===== src/rtl/alu_mul_sequencer_pkg.sv =====
// Shared definitions for the shift-add multiply sequencer and the main ALU interface.
// Opcode encodings match the EX-stage ALU decoder.
package alu_mul_sequencer_pkg;

    localparam int DEF_WIDTH = 64;

    localparam logic [2:0] ALU_ADD = 3'b000;
    localparam logic [2:0] ALU_SUB = 3'b001;
    localparam logic [2:0] ALU_AND = 3'b010;
    localparam logic [2:0] ALU_OR  = 3'b011;
    localparam logic [2:0] ALU_XOR = 3'b100;
    localparam logic [2:0] ALU_SLL = 3'b101;
    localparam logic [2:0] ALU_SRL = 3'b110;

    typedef enum logic [1:0] {
        IDLE = 2'b00,
        RUN  = 2'b01,
        DONE = 2'b10
    } seq_state_t;

endpackage


===== src/rtl/alu_mul_sequencer.sv =====
// Iterative shift-add MUL (low WIDTH bits) that borrows the shared ALU for the accumulate add.
// Latency k+1 cycles with continuous grant; result held in DONE until resp_ready.
module alu_mul_sequencer
    import alu_mul_sequencer_pkg::*;
#(
    parameter int WIDTH      = DEF_WIDTH,
    parameter int EARLY_EXIT = 1
) (
    input  logic             clk,
    input  logic             rst_n,
    input  logic             flush,
    input  logic             req_valid,
    output logic             req_ready,
    input  logic [WIDTH-1:0] req_a,
    input  logic [WIDTH-1:0] req_b,
    output logic             resp_valid,
    input  logic             resp_ready,
    output logic [WIDTH-1:0] resp_result,
    output logic             alu_req,
    input  logic             alu_gnt,
    output logic [WIDTH-1:0] alu_op1,
    output logic [WIDTH-1:0] alu_op2,
    output logic [2:0]       alu_operand,
    input  logic [WIDTH-1:0] alu_out
);

    localparam int CNT_W = $clog2(WIDTH);

    seq_state_t       state;
    logic [WIDTH-1:0] acc;
    logic [WIDTH-1:0] mcand;
    logic [WIDTH-1:0] mplier;
    logic [CNT_W-1:0] cnt;

    logic             accept;
    logic             iterate;
    logic             zero_op;
    logic             last_iter;
    logic [WIDTH-1:0] mplier_nxt;

    assign accept     = (state == IDLE) && req_valid && !flush;
    assign iterate    = (state == RUN) && alu_gnt && !flush;
    assign zero_op    = (req_a == '0) || (req_b == '0);
    assign mplier_nxt = mplier >> 1;
    // Early exit looks at the multiplier after this iteration's shift.
    assign last_iter  = ((EARLY_EXIT != 0) && (mplier_nxt == '0)) ||
                        (cnt == CNT_W'(WIDTH - 1));

    // ALU operands are always driven; the pipeline mux qualifies with alu_req & alu_gnt.
    assign alu_op1     = acc;
    assign alu_op2     = mcand;
    assign alu_operand = ALU_ADD;

    always_ff @(posedge clk) begin
        if (!rst_n) begin
            state       <= IDLE;
            req_ready   <= 1'b1;
            resp_valid  <= 1'b0;
            resp_result <= '0;
            alu_req     <= 1'b0;
        end else if (flush) begin
            state      <= IDLE;
            req_ready  <= 1'b1;
            resp_valid <= 1'b0;
            alu_req    <= 1'b0;
        end else begin
            case (state)
                IDLE: begin
                    if (req_valid) begin
                        req_ready <= 1'b0;
                        if (zero_op) begin
                            state <= DONE;
                        end else begin
                            state   <= RUN;
                            alu_req <= 1'b1;
                        end
                    end
                end
                RUN: begin
                    if (alu_gnt && last_iter) begin
                        state   <= DONE;
                        alu_req <= 1'b0;
                    end
                end
                DONE: begin
                    // Response registers one cycle after entering DONE; pop only once visible.
                    if (resp_valid && resp_ready) begin
                        state      <= IDLE;
                        resp_valid <= 1'b0;
                        req_ready  <= 1'b1;
                    end else begin
                        resp_valid  <= 1'b1;
                        resp_result <= acc;
                    end
                end
                default: begin
                    state     <= IDLE;
                    req_ready <= 1'b1;
                    alu_req   <= 1'b0;
                end
            endcase
        end
    end

    always_ff @(posedge clk) begin
        if (!rst_n) begin
            acc    <= '0;
            mcand  <= '0;
            mplier <= '0;
            cnt    <= '0;
        end else if (accept) begin
            acc    <= '0;
            mcand  <= req_a;
            mplier <= req_b;
            cnt    <= '0;
        end else if (iterate) begin
            if (mplier[0]) begin
                acc <= alu_out;
            end
            mcand  <= mcand << 1;
            mplier <= mplier_nxt;
            cnt    <= cnt + CNT_W'(1);
        end
    end

endmodule


===== config.mk =====
export PLATFORM = sky130hd
export DESIGN_NAME = alu_mul_sequencer
export DESIGN_NICKNAME = d
export VERILOG_FILES = /design/src/rtl/alu_mul_sequencer_pkg.sv /design/src/rtl/alu_mul_sequencer.sv
export SDC_FILE = /design/constraint.sdc
export NUM_CORES = 1
export LEC_CHECK = 0
export CORE_ASPECT_RATIO = 1.5
export CORE_MARGIN = 2
export CORE_UTILIZATION = 41
export DETAILED_ROUTE_END_ITERATION = 12
export PLACE_DENSITY = 0.77
export SLEW_MARGIN = 20
export SYNTH_ARGS = -nofsm -noshare
export SYNTH_HDL_FRONTEND = slang
export SYNTH_SLANG_ARGS = --single-unit

===== constraint.sdc =====
create_clock -name clk -period 1.5 [get_ports clk]
set_input_delay 0.45 -clock clk [delete_from_list [all_inputs] [get_ports clk]]
set_output_delay 0.45 -clock clk [all_outputs]
set_load 0.005 [all_outputs]

* Yosys cells after proc, flatten, opt, wreduce, memory -nomap -nowiden
Index checks and enable logic that the tools add are counted.
** Operators by class
- $add $sub $neg :: 1
- Multipliers :: 0
- Divide/modulo/power cells :: 0
- Order comparisons :: 0
- Eq/ne operators :: 7
- Shift-type cells :: 0
- Mux-type cells :: 17
- Bitwise logic cells :: 5
- Reductions and logical operators :: 21
** Operators by type and width (count)
- two-way mux 64 bit :: 4
- zero test 64 bit :: 3
- AND reduction 3 bit :: 3
- two-way mux 2 bit :: 4
- adder 6 x 1 -> 6 bit (second input constant) :: 1
- equality test 6 bit (second input constant) :: 1
- logical AND 1 bit :: 6
- two-way mux 1 bit :: 6
- != test 2 bit (second input constant) :: 3
- one-hot mux 1 bit (3 select lines) :: 2
- one-hot mux 2 bit (3 select lines) :: 1
- inverter 1 bit :: 5
- AND reduction 4 bit :: 1
- OR reduction 2 bit :: 2
- equality test 2 x 1 -> 1 bit (second input constant) :: 1
- equality test 2 bit (second input constant) :: 1
- zero test 2 bit :: 1
- logical OR 1 bit :: 2
- != test 2 x 1 -> 1 bit (second input constant) :: 1
- AND reduction 2 bit :: 1
- nonzero test 2 bit :: 1
- zero test 1 bit :: 1
** Storage, ports and cells
- Register bits :: 267
- Bits in latches :: 0
- Memory bits (writable) :: 0
- Memory bits (read-only) :: 0
- Bits of input ports :: 198
- Output and inout port bits :: 198
- Word-level logic and storage cells :: 60
- Memories kept :: 0

* Logic depth before layout (Yosys ltp)
- Depth after elaboration :: 5
- Depth in mapped cells :: 8
- Depth with buffers taken out :: 5

* Worst setup path after synthesis
Ideal clock, no wire load.
- Kind :: input port to flip-flop
- Start :: input port req_b[61]
- End :: register alu_req
- Setup time :: 0.120 ns
- Data arrival time :: 1.520 ns
- Required time :: 1.380 ns
- Setup slack :: -0.140 ns
- Cell stages on the path :: 5
- Buffers on the path :: 0
- Cell sequence :: nor4_1 nand4_1 nor4_1 nor2_1 a211o_1
** Between the ends
- Longest elaborated chain between the ends :: 4
** RTL lines
- from (decl) :: RTL line alu_mul_sequencer.sv:15 : input logic [WIDTH-1:0] req_b,
- zero test 64 bit :: RTL line alu_mul_sequencer.sv:43 : assign zero_op = (req_a == '0) || (req_b == '0);
- logical OR 1 bit :: RTL line alu_mul_sequencer.sv:43
- != test 2 bit (no source line)
- AND reduction 4 bit (no source line)
- to (signal assigned) :: RTL line alu_mul_sequencer.sv:60 : alu_req <= 1'b0;
- to (signal assigned) :: RTL line alu_mul_sequencer.sv:65 : alu_req <= 1'b0;
- to (signal assigned) :: RTL line alu_mul_sequencer.sv:75 : alu_req <= 1'b1;
- to (decl) :: RTL line alu_mul_sequencer.sv:19 : output logic alu_req,
No other way between the ends.
A chain may end at the register's enable or synchronous reset.

* Worst setup path after layout
- Start :: register mplier[32]
- End :: register alu_req
** Between the ends
- Longest elaborated chain between the ends :: 5
** RTL lines
- from (decl) :: RTL line alu_mul_sequencer.sv:32 : logic [WIDTH-1:0] mplier;
- from (signal assigned) :: RTL line alu_mul_sequencer.sv:114 : mplier <= req_b;
- from (signal assigned) :: RTL line alu_mul_sequencer.sv:121 : mplier <= mplier_nxt;
- zero test 64 bit :: RTL line alu_mul_sequencer.sv:46 : assign last_iter = ((EARLY_EXIT != 0) && (mplier_nxt == '0)) ||
- logical OR 1 bit :: RTL line alu_mul_sequencer.sv:46
- logical AND 1 bit :: RTL line alu_mul_sequencer.sv:80 : if (alu_gnt && last_iter) begin
- != test 2 x 1 -> 1 bit (no source line)
- AND reduction 4 bit (no source line)
- to (signal assigned) :: RTL line alu_mul_sequencer.sv:60
- to (signal assigned) :: RTL line alu_mul_sequencer.sv:75
- to (signal assigned) :: RTL line alu_mul_sequencer.sv:82 : alu_req <= 1'b0;
No other way between the ends.

==> results.toml <==
[status]
status = "finished with violations"
violations = "setup timing"

[logic_synthesis]
ys_seq_area_frac = 0.476
yosys_warnings = 0
ys_ff_latch = 267
synth_top_area_frac = 0.476
synthCells = 1398
postSynth.asyncResetShare = 0
synthTopCellsByArea = "dfxtp_1, nand2_1, o211a_1, nand3_1, a21boi_1"
synth_flop_cell = "dfxtp_1"
netlist_top_cells_count = "nand2_1, dfxtp_1, nand3_1, o211a_1, a21oi_1"
avgSynthCellArea_um2 = 8.03
synth_largest_area_cell = "dfxtp_1"
synth.most_common_cell = "nand2_1"
synth-edff-count = 0
synth.distinct_cells = 34
syn_area_um2 = 11200

[setup_path]
cp_slowest_cell = "nor4_1"
crit_path_start_kind = "flop"
cpPeakStageDelay_ns = 0.40
r2r_slack_ns = -0.35
rr_worst_depth = 6
cpLargestDelayFamily = "simple AND/OR/NAND/NOR gates"
path_class = "reg2reg"
cp.depth = 6
reg2reg_to = "alu_req$_SDFFE_PP0P_"
crit_start = "mplier[32]$_SDFFE_PN0P_"
cp-end-kind = "flop"
arrival_ns = 2.29
r2r-start = "mplier[32]$_SDFFE_PN0P_"
setup.worst_path.end = "alu_req$_SDFFE_PP0P_"
worst-endpoint-required_ns = 1.94
cp_cell_sequence = "nor4_1 -> nand4_1 -> nor4_2 -> buf_4 -> nor3_2 -> a211o_1"
path_max_fanout = 3
path_buf_inv = 1

[cells_and_area]
final_nets = 2228
final_cells = 2396
area_growth_pct = 70.8
drive_above_1_share = 0.403
fillers = 2047
stdcell_area_um2 = 19200

[power]
total_power_mw = 17.6
pwr-share-seq = 0.429
power_density_nw_per_um2 = 918
p_leak_nw = 9.62
netSwitchingFraction = 0.245
p_comb_frac = 0.144
clkPwrFrac = 0.428
p_switching_mw = 4.31
vdd_drop_max_v = 0.000868
intPower_mw = 13.3

[sta]
max_freq_mhz = 540
setup_violations = 30
finalHoldViolations = 0
min_period_ns = 1.85
fin_skew_ns = 0.0137
whs_ns = 0.211
post-route-period-util = 1.24
finalWorstSetupSlack_ns = -0.353
slew_violations = 0
grt_setup_unrepaired = "yes"

[routing]
drtAntennaViolNets = 0
route.detailed.drc = 0
via_per_inst = 5.56
wl_per_cell_um = 19.7
drt_iter0_drc = 910
num_vias = 13300
drt-total-wl_um = 47200
drtPass1Iterations = 6

[floorplan]
die_area_um2 = 28800
rows = 74
die_w_um = 139
die_height_um = 207
start_util = 0.414
core_um2 = 27100
io_pins = 396

[job]
cap_violations = 0

[global_route]
grt_max_degree = 79
grt_pass1_wl_um = 65100
grt-ovfl-total = 0
grt_pass1_vias = 12600
grt_antenna_before_repair = 5
grtUsageTotal = 0.278

[clocking]
clkSinkCount = 267
insertion_delay_ns = 0.55
ctsHoldBuffers = 0
clk_pin_slew_worst_paths_ns = 0.07
clockBufferDepth = 3
cts_max_level = 1
cts_root_buf = "clkbuf_16"
cts_tree = "done"
cts_buffers = 27

[placed_design]
dp_hpwl_um = 28000
gp_congestion = 0.921
dpl_cell_area_um2 = 16900
numPortBuffers = 392
dp.cells = 2204
pre_cts_ws_ns = -1.03

[min_path]
hold_path.class = "in2reg"
metrics by stage:
step | utilization | setup TNS (ns)
2_1_floorplan | - | -0.128
3_3_place_gp | 0.622 | -129.97
3_5_place_dp | 0.622 | -140.43
4_1_cts | 0.665 | -1.02
5_1_grt | 0.707 | -7.89
6_report | 0.707 | -2.05
worst register-to-register path, cell delays in order (launching register included):
cell	delay, ns
dfxtp_1	0.32
nor4_1	0.40
nand4_1	0.25
nor4_2	0.31
buf_4	0.19
nor3_2	0.04
a211o_1	0.24
kinds of logic (layout without fill, tap and decap cells):
| kind of cell | after synthesis | after routing | share of synthesized area |
|---|---|---|---|
| DFF | 267 | 267 | 0.476 |
| xor gates and xnor gates | 4 | 4 | 0.00312 |
| other | 1 | 7 | 0.000334 |
| buffers and inverters | 117 | 767 | 0.0466 |
| adders and majority gates | 1 | 1 | 0.00111 |
| AOI/OAI and AO/OA | 272 | 272 | 0.194 |
| and+or+nand+nor | 736 | 736 | 0.279 |
layout by cell type (no fill, tap or decap), types with 12 or more instances in the layout:
master,netlist,final
clkdlybuf4s50_1,0,127
buf_2,40,173
dlymetal6s2s_1,0,42
dfxtp_1,267,75
clkbuf_16,0,44
dfxtp_2,0,189
nand4_1,14,14
a21oi_1,68,53
dlygate4sd2_1,0,27
o211a_1,127,127
nand3_1,130,128
buf_12,0,27
a21boi_0,17,14
nor4_2,1,29
nor4_1,49,12
a21boi_1,49,52
nand2_1,518,517
buf_4,9,265
buf_6,0,31
a21oi_2,0,15
worst min-delay path by stage:
stage,startpoint,endpoint,slack [ns],cells after the start
CTS,req_a[6],alu_op2[6]$_SDFFE_PN0P_,0.29,2
global placement,resp_result[42]$_SDFFE_PN0P_,resp_result[42]$_SDFFE_PN0P_,0.44,2
global route,req_a[13],alu_op2[13]$_SDFFE_PN0P_,0.21,2
finish,req_a[14],alu_op2[14]$_SDFFE_PN0P_,0.21,2
detailed placement,resp_result[15]$_SDFFE_PN0P_,resp_result[15]$_SDFFE_PN0P_,0.44,2
floorplan,resp_result[0]$_SDFFE_PN0P_,resp_result[0]$_SDFFE_PN0P_,0.45,2
per-layer routing:
layer	up-vias	wire length [um]	track usage
met4	2	3100	0.156
met1	6283	16200	0.309
met2	760	24400	0.509
met3	191	3510	0.0413
met5	-	13	0
li1	6080	-	-
state kept, by name (all words and copies together) (netlist names):
register	flops
req_ready	1
alu_op1	64
mplier	64
alu_op2	64
resp_result	64
resp_valid	1
alu_req	1
state	2
cnt	6
power groups by stage:
| stage | Combinational [mW] | Sequential (mW) | Clock, mW |
|---|---|---|---|
| after global routing | 2.69 | 7.57 | 7.94 |
| after floorplan | 0.819 | 7.67 | 0 |
| after global placement | 2.26 | 7.68 | 0 |
| after CTS | 2.34 | 7.53 | 7.63 |
| final | 2.53 | 7.55 | 7.53 |
| after detailed placement | 2.30 | 7.69 | 0 |
final cells by class:
| class | instances | area [um2] | area share |
|---|---|---|---|
| multi-input cells | 1016 | 5810 | 0.303 |
| well taps | 342 | 428 | 0.0223 |
| clock buffers | 31 | 721 | 0.0376 |
| clock inverters | 19 | 264 | 0.0138 |
| repair buffers | 716 | 6360 | 0.332 |
| flip-flops and latches | 267 | 5590 | 0.291 |
| inverters | 1 | 3.75 | 0.000196 |
| diodes | 4 | 10.0 | 0.000522 |
timing repair:
item | CTS | global route
pin swaps | 24 | 32
hold endpoints to repair | 0 | 0
cloned | 2 | 23
setup endpoints to repair | 348 | 193
buffers inserted | 93 | 20
resized for setup | 1026 | 113
Note: power is estimated with default switching activity, not from simulation.
==> variant, RTL diff (same settings) <==
Encoding of `seq_state_t`: now one-hot (3 bits for 3 states).
--- a/src/rtl/alu_mul_sequencer_pkg.sv
+++ b/src/rtl/alu_mul_sequencer_pkg.sv
@@ -13,8 +13,8 @@
     localparam logic [2:0] ALU_SRL = 3'b110;
 
-    typedef enum logic [1:0] {
-        IDLE = 2'b00,
-        RUN  = 2'b01,
-        DONE = 2'b10
+    typedef enum logic [2:0] {
+        IDLE = 3'b001,
+        RUN  = 3'b010,
+        DONE = 3'b100
     } seq_state_t;
 
Behaviour: no difference found for any inputs over 4 cycles, from zero or initial values and one cycle with rst_n low; so few cycles prove little.
==> variant against the unedited design <==
- synthesized area decreased by 0.91%
- critical path type unchanged
- the run still ends with negative setup slack left
- setup slack got worse by 28 ps
- final area fell by 5.3%
- clock skew fell by 1.4 ps
- sequential cell count increased by 1
- largest cell class unchanged
- power is 5.2% lower
- clock power is 14% lower
- wire length fell by 10%
==> variant: results (changes against the unedited design) <==
CTS buffer count=26 (-3.7%); Initial DRT Pass Iterations=5 (-1); WP data required=1910 ps (-30 ps); Sw Pwr=0.004248 W (-1.4%); vias=12801 (-3.9%); Synth area leaders=dfxtp_1, nand2_1, a311oi_1, nor2_1, a21oi_1; VDD IR max=0.8599 mV (-0.93%); Final #Nets=2215 (-0.58%); failing checks=negative setup slack; outcome=finished with violations; share of post-route cells with drive strength above 1=0.4072 (+0.003756); top cells by count, synth=nand2_1, dfxtp_1, nor2_1, a311oi_1, a21oi_1; vias in the first global route=12720 (+0.66%); pre-CTS setup slack=-1340 ps (-311.8 ps); DRT iter0 DRCs=648 (-29%); drt total wl=42520 um (-10%); final setup margin=-381.8 ps (-28.28 ps); Highest Signal Layer=met4; initial antenna violation count=1 (-4); vias per cell=5.392 (-3.0%); HPWL after DPL=29240 um (+4.5%); Setup violations, final=264 (+780%); met1 usage=0.2932 (-0.01549); setup bufs post-CTS=98 (+5.4%); GRT Total Usage=0.2824 (+0.004627); count of different cell masters after synthesis=41 (+21%); area of placed instances=16830 sq um (-0.30%); Crit-path slowest cell=dfxtp_1; Final TNS setup=-39310 ps (-37260 ps); metal1 wirelength=15100 um (-6.9%); met3 wire len=2945 um (-16%); Seq/Total Area, Yosys=0.4821 (+0.006186); GR Util met2=0.5306 (+0.02179)
==> variant: power by group through the flow <==
stage          Sequential, W  Combinational [W]  Clock, W
3_3_place_gp         0.00777            0.00234         0
3_5_place_dp         0.00777            0.00238         0
6_report             0.00765            0.00253   0.00651
4_1_cts              0.00763            0.00246   0.00661
2_1_floorplan        0.00776           0.000819         0
5_1_grt              0.00768            0.00270   0.00686
==> variant: tightest hold or removal path: cells and delay by family <==
kind / cells / cell delay (ps)
buffers and inverters: 1 / 140
and+or+nand+nor: 1 / 110
AOI/OAI and AO/OA: 1 / 50
==> variant: cell families (layout without fill, tap and decap cells) <==
logic type	count (synthesis)	after routing	synth area share
AO/OA/AOI/OAI	271	271	0.1845
XOR/XNOR	5	5	0.003936
adder cells (fa/ha/maj)	1	1	0.001124
buffers and inverters	116	750	0.05823
flip-flops	268	268	0.4821
other	1	4	0.0003369
AND/OR/NAND/NOR	738	738	0.2698
==> variant: layout make-up <==
| cell class | instances | area (sq um) |
|---|---|---|
| flip-flops and latches | 268 | 5612 |
| clock inverters | 10 | 57.56 |
| clock buffers | 38 | 777.0 |
| multi-input cells | 1018 | 5590 |
| diodes | 1 | 2.502 |
| well taps | 337 | 421.7 |
| repair buffers | 701 | 5702 |
| inverters | 1 | 6.256 |
| fillers | 2108 | 8411 |
==> variant: path summary, 6_finish.rpt <==
| path | start | cells after the start | end | slack, ps |
|---|---|---|---|---|
| worst max-delay path | state[2] | 7 | alu_op2[9] | -380 |
| worst min-delay path | req_a[35] | 3 | alu_op2[35] | 250 |
| worst max register to register | state[2] | 7 | alu_op2[9] | -380 |
| worst min register to register | resp_result[7] | 2 | resp_result[7] | 450 |
